[src/rtl/staff_write_scheduler.sv]
// Staff write scheduler: shares one staff-memory port between display reads, page clears and voice note writes.
// Latency: a port decision made in cycle N appears on the registered mem_* outputs in cycle N+1.
// Backpressure: a display read always wins the port; the clear sweep and voice writes hold and retry.
module staff_write_scheduler #(
  parameter int          NUM_VOICES = 5,
  parameter int          NUM_CELLS  = 64,
  parameter logic [11:0] NULL_ENTRY = 12'h0FF
) (
  input  logic                      clk_in,
  input  logic                      rst_in,
  input  logic                      cell_tick_in,
  input  logic [5:0]                current_cell_in,
  input  logic [NUM_VOICES-1:0]     note_start_in,
  input  logic [NUM_VOICES-1:0]     note_end_in,
  input  logic [8*NUM_VOICES-1:0]   note_in,
  input  logic [4*NUM_VOICES-1:0]   rhythm_in,
  input  logic                      rd_req_in,
  input  logic [8:0]                rd_addr_in,
  output logic                      rd_grant_out,
  output logic                      mem_en_out,
  output logic                      mem_we_out,
  output logic [8:0]                mem_addr_out,
  output logic [11:0]               mem_wdata_out,
  output logic                      clearing_out,
  output logic [7:0]                drop_count_out
);

  typedef enum logic {ST_CLEAR = 1'b0, ST_RUN = 1'b1} state_t;

  localparam logic [5:0] LAST_CELL  = 6'(NUM_CELLS - 1);
  localparam logic [2:0] LAST_VOICE = 3'(NUM_VOICES - 1);

  state_t                state_q, state_d;
  logic                  page_q, page_d, wrap;
  logic [NUM_VOICES-1:0] open_q, pend_q, start_page_q;
  logic [NUM_VOICES-1:0] pend_clr, load, drop_start, drop_end;
  logic [5:0]            start_cell_q  [NUM_VOICES];
  logic [5:0]            slot_cell_q   [NUM_VOICES];
  logic [7:0]            slot_note_q   [NUM_VOICES];
  logic [3:0]            slot_rhythm_q [NUM_VOICES];
  logic [5:0]            load_cell     [NUM_VOICES];
  logic [2:0]            ptr_q, ptr_d;
  logic [5:0]            clr_cell_q, clr_cell_d;
  logic [2:0]            clr_voice_q, clr_voice_d;
  logic                  found;
  logic [2:0]            gnt_idx;
  logic                  grant_d, en_d, we_d;
  logic [8:0]            addr_d;
  logic [11:0]           wdata_d;
  logic                  grant_q, en_q, we_q, clearing_q;
  logic [8:0]            addr_q;
  logic [11:0]           wdata_q;
  logic [7:0]            drop_q, drop_d;
  logic [4:0]            drop_inc;
  logic [8:0]            drop_sum;

  // A wrap of the cell counter flips the page and restarts the clear sweep.
  always_comb begin
    wrap   = cell_tick_in && (current_cell_in == 6'd0);
    page_d = page_q ^ wrap;
  end

  // Round-robin search: first pending voice at or after the pointer.
  always_comb begin
    int idx;
    logic [2:0] idx3;
    found   = 1'b0;
    gnt_idx = '0;
    idx     = 0;
    idx3    = '0;
    for (int k = 0; k < NUM_VOICES; k++) begin
      idx = int'(ptr_q) + k;
      if (idx >= NUM_VOICES) idx = idx - NUM_VOICES;
      idx3 = 3'(idx);
      if (!found && pend_q[idx3]) begin
        found   = 1'b1;
        gnt_idx = idx3;
      end
    end
  end

  // Port decision and FSM next state: read first, then clear sweep, then voice writes.
  always_comb begin
    state_d     = state_q;
    clr_cell_d  = clr_cell_q;
    clr_voice_d = clr_voice_q;
    ptr_d       = ptr_q;
    pend_clr    = '0;
    grant_d     = 1'b0;
    en_d        = 1'b0;
    we_d        = 1'b0;
    addr_d      = '0;
    wdata_d     = '0;
    if (rd_req_in) begin
      grant_d = 1'b1;
      en_d    = 1'b1;
      addr_d  = rd_addr_in;
    end else if (state_q == ST_CLEAR) begin
      en_d    = 1'b1;
      we_d    = 1'b1;
      addr_d  = {clr_cell_q, clr_voice_q};
      wdata_d = NULL_ENTRY;
      if (clr_voice_q == LAST_VOICE) begin
        clr_voice_d = '0;
        if (clr_cell_q == LAST_CELL) begin
          clr_cell_d = '0;
          state_d    = ST_RUN;
        end else begin
          clr_cell_d = clr_cell_q + 6'd1;
        end
      end else begin
        clr_voice_d = clr_voice_q + 3'd1;
      end
    end else if (found) begin
      en_d              = 1'b1;
      we_d              = 1'b1;
      addr_d            = {slot_cell_q[gnt_idx], gnt_idx};
      wdata_d           = {slot_rhythm_q[gnt_idx], slot_note_q[gnt_idx]};
      pend_clr[gnt_idx] = 1'b1;
      ptr_d             = (gnt_idx == LAST_VOICE) ? 3'd0 : gnt_idx + 3'd1;
    end
    // The decision above still issues; only the sweep state is restarted.
    if (wrap) begin
      state_d     = ST_CLEAR;
      clr_cell_d  = '0;
      clr_voice_d = '0;
    end
  end

  // Note-end loads and lost-note accounting; an end is resolved before a same-cycle start.
  always_comb begin
    load       = '0;
    drop_end   = '0;
    drop_start = '0;
    drop_inc   = '0;
    for (int i = 0; i < NUM_VOICES; i++) begin
      load[i]       = note_end_in[i] & open_q[i] & (rhythm_in[4*i +: 4] != 4'd0);
      drop_end[i]   = load[i] & pend_q[i] & ~pend_clr[i];
      drop_start[i] = note_start_in[i] & open_q[i] & ~note_end_in[i];
      load_cell[i]  = (start_page_q[i] == page_d) ? start_cell_q[i] : 6'd0;
      drop_inc      = drop_inc + 5'(drop_end[i]) + 5'(drop_start[i]);
    end
    drop_sum = {1'b0, drop_q} + 9'(drop_inc);
    drop_d   = (drop_sum > 9'd255) ? 8'hFF : drop_sum[7:0];
  end

  // Control state: FSM, page bit, pointer, sweep counter, drop counter.
  always_ff @(posedge clk_in) begin
    if (rst_in) begin
      state_q     <= ST_CLEAR;
      page_q      <= 1'b0;
      ptr_q       <= '0;
      clr_cell_q  <= '0;
      clr_voice_q <= '0;
      drop_q      <= '0;
    end else begin
      state_q     <= state_d;
      page_q      <= page_d;
      ptr_q       <= ptr_d;
      clr_cell_q  <= clr_cell_d;
      clr_voice_q <= clr_voice_d;
      drop_q      <= drop_d;
    end
  end

  // Per-voice start latches, open flags and pending write slots.
  always_ff @(posedge clk_in) begin
    if (rst_in) begin
      open_q       <= '0;
      pend_q       <= '0;
      start_page_q <= '0;
      for (int i = 0; i < NUM_VOICES; i++) begin
        start_cell_q[i]  <= '0;
        slot_cell_q[i]   <= '0;
        slot_note_q[i]   <= '0;
        slot_rhythm_q[i] <= '0;
      end
    end else begin
      open_q <= note_start_in | (open_q & ~note_end_in);
      pend_q <= load | (pend_q & ~pend_clr);
      for (int i = 0; i < NUM_VOICES; i++) begin
        if (note_start_in[i]) begin
          start_cell_q[i] <= current_cell_in;
          start_page_q[i] <= page_d;
        end
        if (load[i]) begin
          slot_cell_q[i]   <= load_cell[i];
          slot_note_q[i]   <= note_in[8*i +: 8];
          slot_rhythm_q[i] <= rhythm_in[4*i +: 4];
        end
      end
    end
  end

  // Registered memory port; clearing_out is aligned with the sweep writes it flags.
  always_ff @(posedge clk_in) begin
    if (rst_in) begin
      grant_q    <= 1'b0;
      en_q       <= 1'b0;
      we_q       <= 1'b0;
      addr_q     <= '0;
      wdata_q    <= '0;
      clearing_q <= 1'b0;
    end else begin
      grant_q    <= grant_d;
      en_q       <= en_d;
      we_q       <= we_d;
      addr_q     <= addr_d;
      wdata_q    <= wdata_d;
      clearing_q <= (state_q == ST_CLEAR);
    end
  end

  assign rd_grant_out   = grant_q;
  assign mem_en_out     = en_q;
  assign mem_we_out     = we_q;
  assign mem_addr_out   = addr_q;
  assign mem_wdata_out  = wdata_q;
  assign clearing_out   = clearing_q;
  assign drop_count_out = drop_q;

endmodule

[config.mk]
export PLATFORM = sky130hd
export DESIGN_NAME = staff_write_scheduler
export DESIGN_NICKNAME = d
export VERILOG_FILES = /design/src/rtl/staff_write_scheduler.sv
export SDC_FILE = /design/constraint.sdc
export NUM_CORES = 1
export LEC_CHECK = 0
export CORE_MARGIN = 8
export CORE_UTILIZATION = 45
export DETAILED_ROUTE_END_ITERATION = 8
export MAX_ROUTING_LAYER = met4
export PLACE_DENSITY = 0.71
export SYNTH_ARGS = -nofsm -noshare
export SYNTH_HDL_FRONTEND = slang
export SYNTH_SLANG_ARGS = --single-unit
[constraint.sdc]
create_clock -name clk_in -period 6.5 [get_ports clk_in]
set_input_delay 0.975 -clock clk_in [delete_from_list [all_inputs] [get_ports clk_in]]
set_output_delay 0.975 -clock clk_in [all_outputs]
set_load 0.01 [all_outputs]
==> impl_metrics.env <==
export IMPL_switching_power_mw=0.710
export IMPL_netlist_area_mm2=0.00923
export IMPL_crit_cells=28
export IMPL_route_antenna_remaining_nets=0
export IMPL_synth_common_cells="edfxtp_1 (120), and2_1 (70), dfxtp_1 (62)"
export IMPL_synth_main_ff_cell="edfxtp_1"
export IMPL_clk_latency_ns=0.44
export IMPL_p_sw_share_pct=25.8
export IMPL_io_pin_count=122
export IMPL_r2r_cells=28
export IMPL_wl_per_cell_um=19.7
export IMPL_synth_top_area_share_pct=39.1
export IMPL_rr_endpoint="drop_count_out[7]"
export IMPL_dp_cells=1241
export IMPL_end_kind="flop"
export IMPL_finClkSkew_ns=0.0112
export IMPL_cp_top_family="adder cells"
export IMPL_cts_path_max_buffers=2
export IMPL_cts_sinks=182
export IMPL_cp_data_required_time_ns=6.79
export IMPL_maxCapViolCount=0
export IMPL_antenna_cells=0
export IMPL_cp_startpoint="ptr_q[0]"
export IMPL_grtUsageTotal_pct=20.1
export IMPL_cts_inserted_buffers=17
export IMPL_grt_max_degree=91
export IMPL_path_buf_inv=7
export IMPL_synth_fp_nets=947
export IMPL_arrival_ns=6.59
export IMPL_grt_pass1_vias=7168
export IMPL_syn_area_per_cell_um2=11.1
export IMPL_rows=52
export IMPL_slew_limit_headroom_pct=30.4
export IMPL_drive_gt1_share_pct=16.2
export IMPL_slew_violations=0
export IMPL_ys_seq_elements=182
export IMPL_drtIter0Drc=583
export IMPL_worst_slew_pin_slew_ns=1.04
export IMPL_pwr_density_cell_mw_per_mm2=232
export IMPL_dieHeight_um=159
export IMPL_drc=0
export IMPL_gp_congestion=0.857
export IMPL_ctsHoldBuffers=0
export IMPL_coreArea_mm2=0.0202
export IMPL_yosys_warnings=0
export IMPL_cts_root_buf="clkbuf_16"
export IMPL_rr_startpoint="ptr_q[0]"
export IMPL_finalNonFillerCells=1278
export IMPL_peakVddDrop_v=0.000199
export IMPL_holdWs_ns=0.499
export IMPL_worstSetupPathType="flop to flop"
export IMPL_htreeDepth=4
export IMPL_die_x_um=159
export IMPL_syn_to_final_growth_pct=28.2
export IMPL_slowest_delay_ns=0.53
export IMPL_fin_crit_ns=6.30
export IMPL_rrSetupSlack_ns=0.20
export IMPL_status="finished, final reports clean"
export IMPL_critPathCapture="drop_count_out[7]"
export IMPL_clk_pin_slew_worst_paths_ns=0.07
export IMPL_async_flop_share_pct=0
export IMPL_p_int_mw=2.04
export IMPL_postSynthCellCount=832
export IMPL_dp_hpwl_um=18700
export IMPL_overflow=0
export IMPL_crit_fanout=4
export IMPL_vias_per_cell=5.56
export IMPL_initial_core_util_pct=45.7
export IMPL_power_leakage_nw=4.42
export IMPL_cts_tree="built"
export IMPL_antenna_found_initial=0
export IMPL_fmax_mhz=159
export IMPL_die_area_mm2=0.0253
export IMPL_fin_crit_sh_pct=96.9
export IMPL_via_count=7102
export IMPL_yosysUniqueCellTypes=83
export IMPL_first_pass_iters=5
export IMPL_utilization_pct=58.6
export IMPL_combPwrFrac_pct=14.4
export IMPL_cpMaxStageDelayCell="fa_1"
export IMPL_pwr_share_clk_pct=36.5
export IMPL_synth_top_cell_by_area="edfxtp_1"
export IMPL_setup_viol=0
export IMPL_routed_wl_um=25100
export IMPL_startpoint_type="flop"
export IMPL_hp_class="flop to flop"
export IMPL_synthTopCellsByArea="edfxtp_1 (39%), dfxtp_1 (13%), and2_1 (4.7%), and3_1 (2.6%), ha_1 (2.4%)"
export IMPL_grt_pass1_wl_um=39000
export IMPL_yosysSeqAreaShare_pct=52.5
export IMPL_synth_edf_count=120
export IMPL_hold_viol=0
export IMPL_seqPwrFrac_pct=49.1
export IMPL_fin_nets=1110
export IMPL_synth_most_common_cell="edfxtp_1"
export IMPL_io_buffers=121
export IMPL_setup_tns_ns=0
==> metrics by stage <==
| stage | instance area, um^2 | worst slack [ns] | power (mW) |
|---|---|---|---|
| 3_3_place_gp | 11000 | -0.00672 | 1.75 |
| 4_1_cts | 11700 | 0.0177 | 2.75 |
| 5_1_grt | 11800 | -0.0306 | 2.84 |
| 6_report | 11800 | 0.201 | 2.75 |
| 3_5_place_dp | 11000 | -0.160 | 1.76 |
| 2_1_floorplan | 9280 | 0.0100 | 1.59 |
==> power by group through the flow <==
| stage | logic (mW) | clock network [mW] | registers (mW) |
|---|---|---|---|
| after floorplan | 0.216 | 0 | 1.37 |
| after global placement | 0.381 | 0 | 1.37 |
| after detailed placement | 0.385 | 0 | 1.37 |
| after CTS | 0.391 | 1.01 | 1.35 |
| after global routing | 0.431 | 1.05 | 1.35 |
| final | 0.397 | 1.00 | 1.35 |
==> repair_timing <==
item                                    CTS  global route
buffers inserted                          0             5
pin swaps                                 5            11
endpoints found under the setup margin    8             8
resized for setup                        13            30
==> tightest hold or removal path, stage by stage, from the launching register on <==
cell	delay (ns)
edfxtp_1	0.32
nand3_1	0.06
o211ai_1	0.08
==> flip-flops by register name (all words and copies together) (netlist names), 6 cells and up <==
name / count
clr_cell_q: 6
drop_count_out: 8
mem_addr_out: 9
mem_wdata_out: 12
slot_cell_q: 30
slot_note_q: 40
slot_rhythm_q: 20
start_cell_q: 30
==> worst min path at each step <==
| stage | start | endpoint | slack (ns) | depth (start not counted) |
|---|---|---|---|---|
| final | slot_rhythm_q[4][0] | mem_wdata_out[8] | 0.50 | 2 |
| after global routing | open_q[0] | open_q[0] | 0.53 | 2 |
| after CTS | slot_rhythm_q[4][0] | mem_wdata_out[8] | 0.50 | 2 |
| after detailed placement | slot_rhythm_q[4][0] | mem_wdata_out[8] | 0.48 | 2 |
| after global placement | slot_rhythm_q[4][0] | mem_wdata_out[8] | 0.47 | 2 |
| after floorplan | slot_cell_q[4][4] | mem_addr_out[7] | 0.46 | 2 |
==> final cells by class <==
class	instances	area (um^2)
Clock buffer	19	433
Clock inverter	13	140
Fill cell	1712	8340
Inverter	33	136
Multi-Input combinational cell	571	4190
Sequential cell	182	4850
Tap cell	270	338
Timing Repair Buffer	190	1740
==> cells by family (layout without fill, tap and decap cells) <==
family / after synthesis / count (layout) / share of synthesized area (%)
adder cells (fa/ha/maj): 26 / 26 / 4.18
AO/OA/AOI/OAI: 211 / 211 / 16.6
AND/OR/NAND/NOR: 300 / 300 / 18.4
XOR/XNOR: 15 / 15 / 1.42
buffers and inverters: 79 / 255 / 4.54
multiplexers: 19 / 19 / 2.40
flip-flops: 182 / 182 / 52.5
==> layout by cell type, fill, tap and decap left out, types with 12 or more instances in the layout <==
cell,Yosys,routed
a21oi_1,43,39
clkbuf_16,0,17
mux2i_1,15,13
nand3_1,27,27
a211oi_1,23,22
xor2_1,12,12
dfxtp_1,62,60
o21ai_0,43,39
buf_4,5,67
nor3_1,16,16
a211o_1,14,14
and3_1,39,39
nor2_1,54,51
ha_1,18,15
a21boi_0,14,13
clkdlybuf4s50_1,0,120
and2_1,70,69
inv_1,32,30
edfxtp_1,120,120
o211ai_1,12,12
nand2_1,26,26
==> metal layers <==
layer  up-vias  global-route usage [%]  wire length [um]
li1       3417                       -                 -
met1      3415                    23.0             10400
met2       216                    34.5             12900
met3        54                    2.87               981
met4         0                    8.83               811
met5         -                       -                 0
(Power assumes the default switching activity.)
==> variant, RTL diff (config.mk and constraints unchanged) <==
Take the reset off `addr_q` and `wdata_q` and load them in a clocked block of their own.
--- a/src/rtl/staff_write_scheduler.sv
+++ b/src/rtl/staff_write_scheduler.sv
@@ -199,6 +199,4 @@
       en_q       <= 1'b0;
       we_q       <= 1'b0;
-      addr_q     <= '0;
-      wdata_q    <= '0;
       clearing_q <= 1'b0;
     end else begin
@@ -206,8 +204,11 @@
       en_q       <= en_d;
       we_q       <= we_d;
-      addr_q     <= addr_d;
-      wdata_q    <= wdata_d;
       clearing_q <= (state_q == ST_CLEAR);
     end
+  end
+
+  always_ff @(posedge clk_in) begin
+    addr_q  <= addr_d;
+    wdata_q <= wdata_d;
   end
 
Behaviour: not the same (Yosys sat finds a counterexample within 4 cycles, from zero or initial values and one cycle with rst_in high).
==> variant against the original RTL <==
Global-route usage about the same; synthesized area down 2.8%; routed wire length down 4.2%; total power up 0.25%; design area down 4.2%; worst setup slack better by 160 ps; sequential cell count unchanged; largest power group unchanged; core utilization down 0.61 points.
==> variant: results (changes against the original RTL) <==
| Metric | Value |
|---|---|
| Routed wire length | `24,100 µm (-4.2%)` |
| Post-synthesis adder-cell area fraction | `0.0430 (+0.00121)` |
| P_int | `2050 µW (+0.56%)` |
| Ys flop type | `edfxtp_1` |
| Proportion of layout cells with a drive suffix above 1 | `0.135 (-0.0264)` |
| Worst slew margin | `0.296 (-0.00863)` |
| Worst-path maximum fanout | `12 (+8)` |
| Register area share after synthesis | `0.540 (+0.0152)` |
| Via count | `6,841 (-3.7%)` |
| Diode count | `0 (unchanged)` |
| Peak VDD IR | `0.245 mV (+23%)` |
| Post-Synth XOR/XNOR Area | `0.0166 (+0.00237)` |
| Met2 GRT Util | `0.321 (-0.0242)` |
| Worst-skew pair later-pin latency | `440 ps (about the same)` |
| Vias in the first global route | `6,519 (-9.1%)` |
| Number of buffers added on ports | `121 (unchanged)` |
| Grt met3 use | `0.0299 (+0.00119)` |
| Tightest Hold Check Type | `reg -> reg` |
| DP HPWL | `17,800 µm (-4.8%)` |
| Global-route usage over all layers | `0.200 (-0.000312)` |
| Largest net degree at the start of global routing | `83 (-8.8%)` |
| Net count, final | `1,063 (-4.2%)` |
| Crit path arrival time | `6460 ps (-130 ps)` |
| Multiplexer share of the synthesized area | `0.0334 (+0.00935)` |
| Biggest regs | `slot_note_q x40, slot_cell_q x30, start_cell_q x30` |
| GP Congestion | `0.989 (+15%)` |
| First DRT Iteration DRCs | `701 (+20%)` |
| Synth async-reset ratio | `0 (unchanged)` |
| First-pass GRT wire length | `36,400 µm (-6.9%)` |
| Library cells used by synthesis | `78 (-6.0%)` |
| Synth Instances | `815 (-2.0%)` |
| Post-synthesis compound-gate area fraction | `0.137 (-0.0291)` |
| Synth area leaders | `edfxtp_1 (40%), dfxtp_1 (14%), and2_1 (4.7%)` |
| Post-route insts no fill | `1,226 (-4.1%)` |
| Met1 GRT Util | `0.251 (+0.0204)` |
| Post-synth EDFFs | `120 (unchanged)` |
| Status | `finished clean` |
| Mapped Nets | `930 (-1.8%)` |
| Clock skew | `22.5 ps (+11.3 ps)` |
| Fillers | `1,628 (-4.9%)` |
| Crit path max-delay family | `adder cells` |
| Most common library cells after synthesis | `edfxtp_1 (120), and2_1 (68), dfxtp_1 (62)` |
| P_leak | `0.00442 µW (about the same)` |
| Critical-path top delay cell | `fa_1` |
variant: final timing paths:
path	end	slack [ps]	from	cells after the start
setup reg to reg	drop_count_out[7]$_SDFF_PP0_	360	ptr_q[1]$_SDFFE_PP0P_	29
setup / recovery	drop_count_out[7]$_SDFF_PP0_	360	ptr_q[1]$_SDFFE_PP0P_	29
hold reg to reg	ptr_q[1]$_SDFFE_PP0P_	500	ptr_q[1]$_SDFFE_PP0P_	2
hold / removal	ptr_q[1]$_SDFFE_PP0P_	500	ptr_q[1]$_SDFFE_PP0P_	2
variant: layout make-up:
cell class / instances / share of cell area
well taps: 265 / 0.0293
flip-flops and latches: 182 / 0.428
clock buffers: 18 / 0.0379
multi-input cells: 552 / 0.348
inverters: 36 / 0.0119
clock inverters: 14 / 0.0119
repair buffers: 159 / 0.133
variant: power by group through the flow:
stage               registers [µW]  logic [µW]  clock network [µW]
finish                        1360         386                1010
detailed placement            1380         376                   0
floorplan                     1380         195                   0
global placement              1380         371                   0
global route                  1370         419                1060
CTS                           1360         379                1020
variant: worst reg2reg max path: cells and delay by family, from the launching register on:
kind | cells | cell delay [ps]
and+or+nand+nor | 9 | 1370
buffers and inverters | 8 | 890
adders and majority gates | 6 | 2330
DFF | 1 | 350
AOI/OAI and AO/OA | 6 | 1090
variant: cells by family after synthesis:
group,Yosys count
simple gates,307
flops,182
compound gates,176
buf+inv,81
mux,26
fa+ha+maj,26
xor+xnor,17
variant: per-layer routing:
metal,vias up,part of all wire
li1,3266,-
met1,3259,0.42
met2,271,0.49
met3,45,0.060
met4,0,0.030
met5,-,0
variant: metrics by stage:
| stage | setup slack, ps | cell area [µm²] | hold slack, ps |
|---|---|---|---|
| after floorplan | 14.4 | 8970 | 450 |
| after global routing | -28.8 | 11300 | 526 |
| final | 359 | 11300 | 500 |
| after CTS | 10.7 | 11200 | 499 |
| after global placement | 178 | 10600 | 471 |
| after detailed placement | -5.16 | 10600 | 484 |
variant: timing repair:
action,in CTS,in global routing
pin swaps,1,12
gates resized for setup,4,33
buffers inserted,1,5
setup endpoints to repair,7,8
